===== src/rtl/id_stage_if.sv =====
// Interface bundling the ID stage datapath and hazard signals.
// slave: seen from the decode stage. master: seen from the surrounding pipeline or a bench.
interface id_stage_if #(
  parameter int XLEN = 32
);
  // From IF/ID and fetch
  logic [XLEN-1:0] i_next_pc;
  logic [31:0]     i_instr;
  logic [XLEN-1:0] i_fetch_pc4;
  // Writeback port
  logic            i_wb_we;
  logic [4:0]      i_wb_addr;
  logic [XLEN-1:0] i_wb_data;
  // EX/MEM hazard and forwarding info
  logic            i_exmem_regwr;
  logic            i_exmem_memrd;
  logic [4:0]      i_exmem_rd;
  logic [XLEN-1:0] i_exmem_data;
  // Back to fetch
  logic [XLEN-1:0] o_branch_addr;
  logic            o_pc_write;
  logic            o_ifid_write;
  logic            o_if_flush;
  // ID/EX register contents
  logic [XLEN-1:0] o_ex_next_pc;
  logic [XLEN-1:0] o_ex_rs_data;
  logic [XLEN-1:0] o_ex_rt_data;
  logic [XLEN-1:0] o_ex_imm;
  logic [4:0]      o_ex_rs;
  logic [4:0]      o_ex_rt;
  logic [4:0]      o_ex_rd;
  logic [7:0]      o_ex_ctrl;

  modport slave (
    input  i_next_pc, i_instr, i_fetch_pc4,
    input  i_wb_we, i_wb_addr, i_wb_data,
    input  i_exmem_regwr, i_exmem_memrd, i_exmem_rd, i_exmem_data,
    output o_branch_addr, o_pc_write, o_ifid_write, o_if_flush,
    output o_ex_next_pc, o_ex_rs_data, o_ex_rt_data, o_ex_imm,
    output o_ex_rs, o_ex_rt, o_ex_rd, o_ex_ctrl
  );

  modport master (
    output i_next_pc, i_instr, i_fetch_pc4,
    output i_wb_we, i_wb_addr, i_wb_data,
    output i_exmem_regwr, i_exmem_memrd, i_exmem_rd, i_exmem_data,
    input  o_branch_addr, o_pc_write, o_ifid_write, o_if_flush,
    input  o_ex_next_pc, o_ex_rs_data, o_ex_rt_data, o_ex_imm,
    input  o_ex_rs, o_ex_rt, o_ex_rd, o_ex_ctrl
  );
endinterface


===== src/rtl/id_stage.sv =====
// Instruction Decode stage: register file, main decoder, load-use and branch
// hazard detection, early branch/jump resolution and the ID/EX register.
// Optional feature macro: ID_BRANCH_FWD_EN -- when defined, a branch operand
// produced by a non-load instruction in EX/MEM is taken from i_exmem_data
// instead of stalling one cycle for the WB write-through.
// Register numbers are 5 bits wide, so NREG must not exceed 32; the jump
// target concatenation assumes XLEN = 32.
module id_stage #(
  parameter int NREG = 32,
  parameter int XLEN = 32
) (
  input  logic      i_clk,
  input  logic      i_rst,
  id_stage_if.slave bus
);

  localparam logic [5:0] OP_RTYPE = 6'h00;
  localparam logic [5:0] OP_LW    = 6'h23;
  localparam logic [5:0] OP_SW    = 6'h2B;
  localparam logic [5:0] OP_BEQ   = 6'h04;
  localparam logic [5:0] OP_BNE   = 6'h05;
  localparam logic [5:0] OP_ADDI  = 6'h08;
  localparam logic [5:0] OP_J     = 6'h02;

  // Register file; entry 0 is never written and always reads as zero
  logic [XLEN-1:0] r_regs [NREG];

  // ID/EX register
  logic [XLEN-1:0] r_ex_next_pc;
  logic [XLEN-1:0] r_ex_rs_data;
  logic [XLEN-1:0] r_ex_rt_data;
  logic [XLEN-1:0] r_ex_imm;
  logic [4:0]      r_ex_rs;
  logic [4:0]      r_ex_rt;
  logic [4:0]      r_ex_rd;
  logic [7:0]      r_ex_ctrl;

  // Instruction fields
  logic [5:0]      w_op;
  logic [4:0]      w_rs;
  logic [4:0]      w_rt;
  logic [4:0]      w_rd;
  logic [XLEN-1:0] w_imm_sext;

  // Decoder results
  logic [7:0]      w_ctrl;
  logic            w_uses_rt;
  logic            w_is_beq;
  logic            w_is_bne;
  logic            w_is_j;
  logic            w_is_branch;

  // Register reads (with write-through) and branch comparison operands
  logic [XLEN-1:0] w_rs_val;
  logic [XLEN-1:0] w_rt_val;
  logic [XLEN-1:0] w_rs_cmp;
  logic [XLEN-1:0] w_rt_cmp;

  // Hazard terms
  logic [4:0]      w_ex_dest;
  logic            w_idex_hit_rs;
  logic            w_idex_hit_rt;
  logic            w_mem_load_hit_rs;
  logic            w_mem_load_hit_rt;
  logic            w_mem_alu_hit_rs;
  logic            w_mem_alu_hit_rt;
  logic            w_load_use;
  logic            w_br_stall;
  logic            w_stall;

  // Resolution
  logic [XLEN-1:0] w_branch_addr;
  logic            w_flush;

  assign w_op       = bus.i_instr[31:26];
  assign w_rs       = bus.i_instr[25:21];
  assign w_rt       = bus.i_instr[20:16];
  assign w_rd       = bus.i_instr[15:11];
  assign w_imm_sext = {{(XLEN-16){bus.i_instr[15]}}, bus.i_instr[15:0]};

  // Main decoder: control word and operand usage per opcode
  always_comb begin
    w_ctrl    = 8'b0000_0000;
    w_uses_rt = 1'b0;
    w_is_beq  = 1'b0;
    w_is_bne  = 1'b0;
    w_is_j    = 1'b0;
    case (w_op)
      OP_RTYPE: begin w_ctrl = 8'b1000_0111; w_uses_rt = 1'b1; end
      OP_LW:    begin w_ctrl = 8'b1101_1000; end
      OP_SW:    begin w_ctrl = 8'b0010_1000; w_uses_rt = 1'b1; end
      OP_ADDI:  begin w_ctrl = 8'b1000_1000; end
      OP_BEQ:   begin w_ctrl = 8'b0000_0001; w_uses_rt = 1'b1; w_is_beq = 1'b1; end
      OP_BNE:   begin w_ctrl = 8'b0000_0001; w_uses_rt = 1'b1; w_is_bne = 1'b1; end
      OP_J:     begin w_ctrl = 8'b0000_0001; w_is_j = 1'b1; end
      default:  begin w_ctrl = 8'b0000_0000; end
    endcase
  end

  assign w_is_branch = w_is_beq | w_is_bne;

  // Register file write port; r0 is skipped so it stays at its reset value
  always_ff @(posedge i_clk or posedge i_rst) begin
    if (i_rst) begin
      for (int i = 0; i < NREG; i++) r_regs[i] <= '0;
    end else if (bus.i_wb_we && (bus.i_wb_addr != 5'd0)) begin
      r_regs[bus.i_wb_addr] <= bus.i_wb_data;
    end
  end

  // Read ports: a same-cycle WB to the read register bypasses the array
  always_comb begin
    w_rs_val = '0;
    w_rt_val = '0;
    if (w_rs != 5'd0)
      w_rs_val = (bus.i_wb_we && (bus.i_wb_addr == w_rs)) ? bus.i_wb_data : r_regs[w_rs];
    if (w_rt != 5'd0)
      w_rt_val = (bus.i_wb_we && (bus.i_wb_addr == w_rt)) ? bus.i_wb_data : r_regs[w_rt];
  end

  // Destination of the ID/EX instruction as EX will resolve it (regdst mux)
  assign w_ex_dest = r_ex_ctrl[2] ? r_ex_rd : r_ex_rt;

  assign w_idex_hit_rs     = r_ex_ctrl[7] && (w_ex_dest != 5'd0) && (w_ex_dest == w_rs);
  assign w_idex_hit_rt     = r_ex_ctrl[7] && (w_ex_dest != 5'd0) && (w_ex_dest == w_rt);
  assign w_mem_load_hit_rs = bus.i_exmem_regwr && bus.i_exmem_memrd &&
                             (bus.i_exmem_rd != 5'd0) && (bus.i_exmem_rd == w_rs);
  assign w_mem_load_hit_rt = bus.i_exmem_regwr && bus.i_exmem_memrd &&
                             (bus.i_exmem_rd != 5'd0) && (bus.i_exmem_rd == w_rt);
  assign w_mem_alu_hit_rs  = bus.i_exmem_regwr && !bus.i_exmem_memrd &&
                             (bus.i_exmem_rd != 5'd0) && (bus.i_exmem_rd == w_rs);
  assign w_mem_alu_hit_rt  = bus.i_exmem_regwr && !bus.i_exmem_memrd &&
                             (bus.i_exmem_rd != 5'd0) && (bus.i_exmem_rd == w_rt);

  // Load-use: the load in ID/EX produces rs (any instr) or rt (if rt is a source)
  assign w_load_use = r_ex_ctrl[6] && (r_ex_rt != 5'd0) &&
                      ((r_ex_rt == w_rs) || (w_uses_rt && (r_ex_rt == w_rt)));

  // Branch operand hazards: stall when a source is not yet available in ID
  always_comb begin
    w_br_stall = 1'b0;
    w_rs_cmp   = w_rs_val;
    w_rt_cmp   = w_rt_val;
    if (w_is_branch) begin
      if (w_idex_hit_rs || w_idex_hit_rt || w_mem_load_hit_rs || w_mem_load_hit_rt)
        w_br_stall = 1'b1;
`ifdef ID_BRANCH_FWD_EN
      if (w_mem_alu_hit_rs) w_rs_cmp = bus.i_exmem_data;
      if (w_mem_alu_hit_rt) w_rt_cmp = bus.i_exmem_data;
`else
      if (w_mem_alu_hit_rs || w_mem_alu_hit_rt)
        w_br_stall = 1'b1;
`endif
    end
  end

  assign w_stall = w_load_use | w_br_stall;

  // Early resolution of taken branches and jumps; a stall suppresses redirection
  always_comb begin
    w_branch_addr = bus.i_fetch_pc4;
    w_flush       = 1'b0;
    if (!w_stall) begin
      if ((w_is_beq && (w_rs_cmp == w_rt_cmp)) || (w_is_bne && (w_rs_cmp != w_rt_cmp))) begin
        w_branch_addr = bus.i_next_pc + {w_imm_sext[XLEN-3:0], 2'b00};
        w_flush       = 1'b1;
      end else if (w_is_j) begin
        w_branch_addr = {bus.i_next_pc[XLEN-1:XLEN-4], bus.i_instr[25:0], 2'b00};
        w_flush       = 1'b1;
      end
    end
  end

  // Fetch-side controls are forced to their idle values while reset is held
  assign bus.o_pc_write    = i_rst | ~w_stall;
  assign bus.o_ifid_write  = i_rst | ~w_stall;
  assign bus.o_if_flush    = ~i_rst & w_flush;
  assign bus.o_branch_addr = i_rst ? bus.i_fetch_pc4 : w_branch_addr;

  // ID/EX register: loads every edge; stalls and unknown opcodes become bubbles
  always_ff @(posedge i_clk or posedge i_rst) begin
    if (i_rst) begin
      r_ex_next_pc <= '0;
      r_ex_rs_data <= '0;
      r_ex_rt_data <= '0;
      r_ex_imm     <= '0;
      r_ex_rs      <= '0;
      r_ex_rt      <= '0;
      r_ex_rd      <= '0;
      r_ex_ctrl    <= '0;
    end else begin
      r_ex_next_pc <= bus.i_next_pc;
      r_ex_rs_data <= w_rs_val;
      r_ex_rt_data <= w_rt_val;
      r_ex_imm     <= w_imm_sext;
      r_ex_rs      <= w_rs;
      r_ex_rt      <= w_rt;
      r_ex_rd      <= w_rd;
      r_ex_ctrl    <= w_stall ? 8'b0000_0000 : w_ctrl;
    end
  end

  assign bus.o_ex_next_pc = r_ex_next_pc;
  assign bus.o_ex_rs_data = r_ex_rs_data;
  assign bus.o_ex_rt_data = r_ex_rt_data;
  assign bus.o_ex_imm     = r_ex_imm;
  assign bus.o_ex_rs      = r_ex_rs;
  assign bus.o_ex_rt      = r_ex_rt;
  assign bus.o_ex_rd      = r_ex_rd;
  assign bus.o_ex_ctrl    = r_ex_ctrl;

endmodule


===== src/flat_wrapper.sv =====
// flat-port wrapper written by rule: the top's interface ports become plain ports
module id_stage_flat 
#(
  parameter int NREG = 32,
  parameter int XLEN = 32
)
  (i_clk, i_rst, bus_i_next_pc, bus_i_instr, bus_i_fetch_pc4, bus_i_wb_we, bus_i_wb_addr, bus_i_wb_data, bus_i_exmem_regwr, bus_i_exmem_memrd, bus_i_exmem_rd, bus_i_exmem_data, bus_o_branch_addr, bus_o_pc_write, bus_o_ifid_write, bus_o_if_flush, bus_o_ex_next_pc, bus_o_ex_rs_data, bus_o_ex_rt_data, bus_o_ex_imm, bus_o_ex_rs, bus_o_ex_rt, bus_o_ex_rd, bus_o_ex_ctrl);
  id_stage_if #(.XLEN(XLEN)) bus_i ();
  input  logic i_clk;
  input  logic i_rst;
  input wire logic [$bits(bus_i.i_next_pc)-1:0] bus_i_next_pc;
  input wire logic [$bits(bus_i.i_instr)-1:0] bus_i_instr;
  input wire logic [$bits(bus_i.i_fetch_pc4)-1:0] bus_i_fetch_pc4;
  input wire logic [$bits(bus_i.i_wb_we)-1:0] bus_i_wb_we;
  input wire logic [$bits(bus_i.i_wb_addr)-1:0] bus_i_wb_addr;
  input wire logic [$bits(bus_i.i_wb_data)-1:0] bus_i_wb_data;
  input wire logic [$bits(bus_i.i_exmem_regwr)-1:0] bus_i_exmem_regwr;
  input wire logic [$bits(bus_i.i_exmem_memrd)-1:0] bus_i_exmem_memrd;
  input wire logic [$bits(bus_i.i_exmem_rd)-1:0] bus_i_exmem_rd;
  input wire logic [$bits(bus_i.i_exmem_data)-1:0] bus_i_exmem_data;
  output wire logic [$bits(bus_i.o_branch_addr)-1:0] bus_o_branch_addr;
  output wire logic [$bits(bus_i.o_pc_write)-1:0] bus_o_pc_write;
  output wire logic [$bits(bus_i.o_ifid_write)-1:0] bus_o_ifid_write;
  output wire logic [$bits(bus_i.o_if_flush)-1:0] bus_o_if_flush;
  output wire logic [$bits(bus_i.o_ex_next_pc)-1:0] bus_o_ex_next_pc;
  output wire logic [$bits(bus_i.o_ex_rs_data)-1:0] bus_o_ex_rs_data;
  output wire logic [$bits(bus_i.o_ex_rt_data)-1:0] bus_o_ex_rt_data;
  output wire logic [$bits(bus_i.o_ex_imm)-1:0] bus_o_ex_imm;
  output wire logic [$bits(bus_i.o_ex_rs)-1:0] bus_o_ex_rs;
  output wire logic [$bits(bus_i.o_ex_rt)-1:0] bus_o_ex_rt;
  output wire logic [$bits(bus_i.o_ex_rd)-1:0] bus_o_ex_rd;
  output wire logic [$bits(bus_i.o_ex_ctrl)-1:0] bus_o_ex_ctrl;
  assign bus_i.i_next_pc = bus_i_next_pc;
  assign bus_i.i_instr = bus_i_instr;
  assign bus_i.i_fetch_pc4 = bus_i_fetch_pc4;
  assign bus_i.i_wb_we = bus_i_wb_we;
  assign bus_i.i_wb_addr = bus_i_wb_addr;
  assign bus_i.i_wb_data = bus_i_wb_data;
  assign bus_i.i_exmem_regwr = bus_i_exmem_regwr;
  assign bus_i.i_exmem_memrd = bus_i_exmem_memrd;
  assign bus_i.i_exmem_rd = bus_i_exmem_rd;
  assign bus_i.i_exmem_data = bus_i_exmem_data;
  assign bus_o_branch_addr = bus_i.o_branch_addr;
  assign bus_o_pc_write = bus_i.o_pc_write;
  assign bus_o_ifid_write = bus_i.o_ifid_write;
  assign bus_o_if_flush = bus_i.o_if_flush;
  assign bus_o_ex_next_pc = bus_i.o_ex_next_pc;
  assign bus_o_ex_rs_data = bus_i.o_ex_rs_data;
  assign bus_o_ex_rt_data = bus_i.o_ex_rt_data;
  assign bus_o_ex_imm = bus_i.o_ex_imm;
  assign bus_o_ex_rs = bus_i.o_ex_rs;
  assign bus_o_ex_rt = bus_i.o_ex_rt;
  assign bus_o_ex_rd = bus_i.o_ex_rd;
  assign bus_o_ex_ctrl = bus_i.o_ex_ctrl;
  id_stage #(.NREG(NREG), .XLEN(XLEN)) u_core (.i_clk(i_clk), .i_rst(i_rst), .bus(bus_i));
endmodule

===== config.mk =====
export PLATFORM = sky130hd
export DESIGN_NAME = id_stage_flat
export DESIGN_NICKNAME = d
export VERILOG_FILES = /design/src/rtl/id_stage_if.sv /design/src/rtl/id_stage.sv /design/src/flat_wrapper.sv
export SDC_FILE = /design/constraint.sdc
export NUM_CORES = 2
export LEC_CHECK = 0
export BUFFER_PORTS_ARGS = -buffer_cell sky130_fd_sc_hd__buf_2
export CAP_MARGIN = 25
export CORE_MARGIN = 3
export CORE_UTILIZATION = 38
export DETAILED_ROUTE_END_ITERATION = 10
export SYNTH_ARGS = -nofsm -noshare
export SYNTH_HDL_FRONTEND = slang
export SYNTH_SLANG_ARGS = --single-unit
export TNS_END_PERCENT = 50

===== constraint.sdc =====
create_clock -name i_clk -period 52 [get_ports i_clk]
set_input_delay 5.2 -clock i_clk [delete_from_list [all_inputs] [get_ports i_clk]]
set_output_delay 5.2 -clock i_clk [all_outputs]
set_load 0.02 [all_outputs]

== Word-level counts from Yosys, hierarchy flattened ==
Cells that the tools add are included.
Storage, ports and cells
  flip-flop bits (word level): 1159
  output and inout port bits: 186
  logic and storage cells: 136
Cells by class
  add/subtract/negate cells: 1
  magnitude comparators: 4
  equality and inequality tests: 16
  muxes and demuxes: 30
  bitwise gates (word level): 9
  reduce and logical (&&, ||, !) cells: 36
Operator list (number)
  bitwise mux 1024 bit: 1
  two-way mux 32 bit: 13
  binary-select mux 32 bit (select 5 bit): 2
  demux 32 bit (select 5 bit): 1
  == test 5 bit: 8
  one-hot mux 8 bit (5 select lines): 1
  adder 32 bit: 1
  == test 32 bit: 1
  inequality test 32 bit: 1
  nonzero test 5 bit: 6
  logical AND 1 bit: 20
  >= comparator 6 bit (second input constant): 3
  NOT 5 -> 6 bit: 3
  == test 6 x 3 -> 1 bit (second input constant): 2
  == test 6 bit (second input constant): 2
  two-way mux 1 bit: 10
  two-way mux 8 bit: 1
  == test 6 x 2 -> 1 bit (second input constant): 1
  == test 6 x 4 -> 1 bit (second input constant): 1
  zero test 6 bit: 1
  logical OR 1 bit: 6
  less-than comparator 6 x 1 -> 1 bit (second input constant): 1
  two-way mux 5 bit: 1
  OR reduction 4 bit: 1
  other kinds (5): 8

== Depth between registers and ports, before layout ==
  word-level depth: 13
  depth in mapped cells: 19

== Least setup slack after synthesis ==
OpenSTA, ideal clock, no wires.
  kind: input to output
  start point: input port i_rst
  end point: output port bus_o_pc_write
  arrival time: 35.292 ns
  required time: 46.800 ns
  setup slack: 11.508 ns
  stages on the path: 3
  path buffers: 1
  cell sequence: inv_1 -> nand2_1 -> buf_4
Between the ends
  longest elaborated chain between the ends: 1
Ends and longest elaborated chain
  start, declared: RTL line flat_wrapper.sv:10  | input logic i_rst;
  bitwise OR 1 bit
  end, declared: RTL line flat_wrapper.sv:22  | output wire logic [$bits(bus_i.o_pc_write)-1:0] bus_o_pc_write;
Every way passes these cells.

== Final worst setup path ==
  start point: input port bus_i_instr[16]
  end point: output port bus_o_branch_addr[13]
Between the ends
  longest elaborated chain between the ends: 12
Ends and longest elaborated chain
  start, declared: RTL line flat_wrapper.sv:12  | input wire logic [$bits(bus_i.i_instr)-1:0] bus_i_instr;
  NOT 5 -> 6 bit (implied by the code): RTL line id_stage.sv:118  | w_rt_val = (bus.i_wb_we && (bus.i_wb_addr == w_rt)) ? bus.i_wb_data : r_regs[w_rt];
  binary-select mux 32 bit (select 5 bit): RTL line id_stage.sv:118
  two-way mux 32 bit (implied by the code) (2 in series): RTL line id_stage.sv:118
  two-way mux 32 bit: RTL line id_stage.sv:118
  two-way mux 32 bit (*): RTL line id_stage.sv:117  | if (w_rt != 5'd0)
  named net u_core.w_rt_cmp[4]: RTL line id_stage.sv:57  | logic [XLEN-1:0] w_rt_cmp;
  == test 32 bit or inequality test 32 bit (tied branches): RTL line id_stage.sv:164  | if ((w_is_beq && (w_rs_cmp == w_rt_cmp)) || (w_is_bne && (w_rs_cmp != w_rt_cmp))) begin
  logical AND 1 bit: RTL line id_stage.sv:164
  logical OR 1 bit (*): RTL line id_stage.sv:164
  two-way mux 32 bit (*): RTL line id_stage.sv:164
  two-way mux 32 bit (*): RTL line id_stage.sv:163  | if (!w_stall) begin
  two-way mux 32 bit (*): RTL line id_stage.sv:178  | assign bus.o_branch_addr = i_rst ? bus.i_fetch_pc4 : w_branch_addr;
  end, declared: RTL line flat_wrapper.sv:21  | output wire logic [$bits(bus_i.o_branch_addr)-1:0] bus_o_branch_addr;
Mark *: on every way through the listed nets, which the timed path passes. The rest lies on a longest branch. The select of a mux whose other input is x is not followed.

==> impl_summary.md <==
Drt
The highest metal layer with signal wires is met5. After the first detailed-routing iteration, the DRC count stood at 4229. Summed over all layers, the routed wires come to 214000 µm. In the routed layout, each cell is associated on average with a via count of 6.23. Dividing the detail-routed wire length by the instance count gives 32.4 µm. In this run the remaining antenna-violating nets after routing total 0. The met1 wire length is 84600 µm. The met2 wire length is 101000 µm.

The detailed router placed 41000 vias in this run. The met3 routed wirelength is 16400 µm. The pre-antenna-repair detailed-routing pass consisted of 6 iterations. The remaining design rule violation count is 0.

Clock tree
The number of clock sinks is 1152. For the worst-skew pair, the clock arrives at the later sink with an insertion delay of 0.79 ns. The number of setup buffers added after CTS is 0. CTS built an H-tree with a depth of 4. The count of instances resized after the clock tree is built is 0. The cell chosen for the clock root is sky130_fd_sc_hd__clkbuf_16. Clock tree synthesis inserted a total of 137 buffers. The TritonCTS clock tree is done. The clock passes through at most 3 buffers. The number of buffers added to fix hold violations after cts is 0. After clock tree synthesis, the clock-pin slew on the worst setup and hold paths is 0.06 ns.

Setup path
The worst setup path is captured at an output pin. The cell type with the highest occurrence count on the critical path is sky130_fd_sc_hd__buf_4. The startpoint identified for the worst register-to-register timing path is u_core.bus.o_ex_imm[15]$_DFF_PP0_.

The startpoint class of the critical path is a primary input. The signal on the critical path passes through buf_8, buf_4, buf_4, buf_4, mux4_2, mux2i_1, nand2_1, o2111ai_1, a31oi_1, xnor2_1, nor4_1, nand3_1, o31ai_1, nand3_1, buf_4, o221ai_1, buf_2. The cell at the slowest stage of the critical path is sky130_fd_sc_hd__buf_4. The sum of buffers and inverters on the critical path is 6.

The largest single stage delay on the critical path is 0.76 ns. Of all nets on the critical path, the largest fanout is 52. The category of the critical setup timing path is in2out. STA puts the critical path data required time at 46.80 ns. The critical path starts at bus_i_instr[16]. The kind of cell with the highest combined delay along the critical path is buffers and inverters. The worst register-to-register path has a setup slack of 49.35 ns.

The worst endpoint data arrival time is 13.20 ns.

Timing
Subtracting the final worst setup slack from the clock period gives 18.40 ns. For the pin with the worst max-slew slack, the measured transition is 1.12 ns. Clock skew on the completed layout was measured at 0.0329 ns.

Setup repair after global routing left no endpoint under its margin. The summed negative setup slack over all endpoints is 0 ns. The maximum clock rate is 54.4 MHz. In this run the tightest slew margin relative to its limit is 25.4%. The final count of pins violating max slew came to 0. The minimum setup slack in the final design is 33.60 ns. The share of the cycle needed by the critical path after routing is 35.4%.

The final number of setup-violating endpoints is 0. The final count of hold timing violations is 0.

Yosys
The synthesized netlist occupies a cell area of 61400 µm². Synthesis produced a netlist with a net count of 4389. The cell count after synthesis is 4184. The count of state elements after synthesis is 1152.

The most common flop cell mapped by yosys is sky130_fd_sc_hd__dfrtp_1. Sorting the synthesized cells by area gives the leading types as sky130_fd_sc_hd__dfrtp_1 47%, sky130_fd_sc_hd__mux4_2 19%, sky130_fd_sc_hd__mux2_2 18%. The number of warnings reported in the yosys synthesis log is 0.

After synthesis, flip-flops and latches occupy 46.9% of the total area. sky130_fd_sc_hd__dfrtp_1 takes more of the synthesized area than any other cell. After synthesis, the netlist uses 72 different library cells.

Counting flops with an async set or reset pin after synthesis yields a share of 100%. Yosys instantiated no cell more often than sky130_fd_sc_hd__dfrtp_1. The commonest cells after synthesis are 1152 x sky130_fd_sc_hd__dfrtp_1, 999 x sky130_fd_sc_hd__mux2_2, 520 x sky130_fd_sc_hd__mux4_2, 255 x sky130_fd_sc_hd__clkbuf_1, 112 x sky130_fd_sc_hd__mux2i_1. The average instance in the mapped netlist occupies 14.7 µm². In this run, synthesis inferred 0 flip-flops with an integrated enable.

The area share of the leading cell type in the synthesized netlist is 46.9%.

Floorplanning
The initial core utilization is 38.5%. The core region is 159000 µm². Row generation in the floorplan step produced 146 rows. The die is 408 µm wide.

From bottom edge to top edge, the die measures 408 µm. Pin placement for this block handled 361 I/O pins. The die area is 167000 µm².

Placement
The count of buffers added on input and output ports is 327. The half-perimeter wire length of the detailed placement result is 133000 µm. The placement-stage cell area is 64800 µm². The routability congestion estimate is 0.928. Prior to clock tree synthesis, the placed netlist has a worst setup slack of 33.63 ns.

GRT
The number of antenna violations at the first check in global routing came to 24. Global routing consumed, over all layers together, 25.3% of the routing resources. The total overflow left after global routing is 0. The first global-routing pass estimated 307000 µm of wire. Entering global routing, the biggest net connects 142 pins. The number of global-route vias before repair was 41600.

Power and ir drop
The overall power consumption is 2740 µW. Dividing total power by cell area gives a power density of 39.3 nW/µm². Across the VDD grid, the largest voltage drop is 0.0336 mV. For this design the static power due to leakage is 0.0302 µW.

Outcome
The run finished with clean final reports.

Hold path
The hold path startpoint is u_core.r_regs[1002]$_DFFE_PP0P_. The min-delay analysis places its worst path in the category reg2reg.

Layout
The final net count is 4525. The share of layout cells above drive strength 1 is 50.6%. Summing all non-filler instances in the final layout gives an area of 69500 µm².

The signed area change from the synthesized netlist to the final layout is 13.2%. The filler cells instantiated in the layout total 14300.

Job
The count of maximum capacitance violations is 0.
through the flow:
step | utilization (%) | hold slack, ns | instances
after floorplan | - | 0.441 | 4184
after global placement | 40.6 | 0.376 | 6318
after detailed placement | 40.6 | 0.383 | 6321
after CTS | 43.5 | 0.395 | 6563
after global routing | 43.6 | 0.401 | 6574
final | 43.6 | 0.394 | 6584
cells by family (layout without fill, tap and decap cells):
| kind of cell | count (synthesis) | after routing | synth area share [%] |
|---|---|---|---|
| AO/OA/AOI/OAI | 435 | 435 | 5.19 |
| XOR/XNOR | 96 | 96 | 1.37 |
| adder cells (fa/ha/maj) | 30 | 30 | 0.623 |
| buffers and inverters | 504 | 743 | 3.97 |
| flip-flops | 1152 | 1152 | 46.9 |
| multiplexers | 1631 | 1631 | 39.2 |
| other | 0 | 15 | 0 |
| AND/OR/NAND/NOR | 336 | 336 | 2.74 |
cells in the final DEF, fill, tap and decap left out, drive strengths merged, types with 26 or more instances in the layout:
cell type / instances
mux4: 520
xnor2: 52
o22ai: 31
mux2: 999
ha: 29
clkinv: 28
nor3: 26
mux2i: 112
nand2: 81
a21oi: 63
nor2: 73
buf: 454
nand3: 32
xor2: 44
inv: 51
a22oi: 67
o21ai: 53
clkbuf: 199
dfrtp: 1152
per-layer routing:
layer	global-route usage, %	vias to the layer above
met3	4.95	510
met4	12.3	6
li1	-	16400
met5	0	-
met2	40.4	1986
met1	33.2	22100
state kept, by name (all words and copies together) (netlist names):
signal                   count
u_core.bus.o_ex_rt_data     32
u_core.bus.o_ex_rt           5
u_core.bus.o_ex_rs           5
u_core.bus.o_ex_rs_data     32
u_core.bus.o_ex_ctrl         6
u_core.bus.o_ex_next_pc     32
u_core.r_regs             1024
u_core.bus.o_ex_imm         16
worst register-to-register path: stages, from the launching register on:
cell and delay (ns):
sky130_fd_sc_hd__dfrtp_1 0.77, sky130_fd_sc_hd__mux2i_1 0.29, sky130_fd_sc_hd__xnor2_1 0.20, sky130_fd_sc_hd__nor3_1 0.08
sky130_fd_sc_hd__nand3_1 0.08, sky130_fd_sc_hd__a21oi_1 0.07, sky130_fd_sc_hd__o21bai_1 0.17, sky130_fd_sc_hd__nand2b_1 0.25
sky130_fd_sc_hd__a2111oi_1 0.42, sky130_fd_sc_hd__buf_2 0.23
cell type report:
class / count / area, µm² / area share, %
diodes: 15 / 37.5 / 0.0540
clock buffers: 199 / 3970 / 5.70
clock inverters: 43 / 593 / 0.853
inverters: 47 / 185 / 0.266
multi-input cells: 2528 / 30400 / 43.8
flip-flops and latches: 1152 / 28800 / 41.4
well taps: 2146 / 2690 / 3.86
repair buffers: 454 / 2820 / 4.06
power by group:
part	switching, µW	internal, µW	total [µW]
logic	267	315	582
clock network	403	577	981
registers	112	1060	1170
final timing paths:
path / to / depth (start not counted)
max: bus_o_branch_addr[13] / 17
min: u_core.r_regs[1002]$_DFFE_PP0P_ / 0
max reg2reg: u_core.bus.o_ex_ctrl[0]$_DFF_PP0_ / 9
min reg2reg: u_core.r_regs[1002]$_DFFE_PP0P_ / 0
max in group asynchronous: u_core.bus.o_ex_rs[1]$_DFF_PP0_ / 9
min in group asynchronous: u_core.r_regs[740]$_DFFE_PP0P_ / 3
Power figures use the tool's default switching activity.
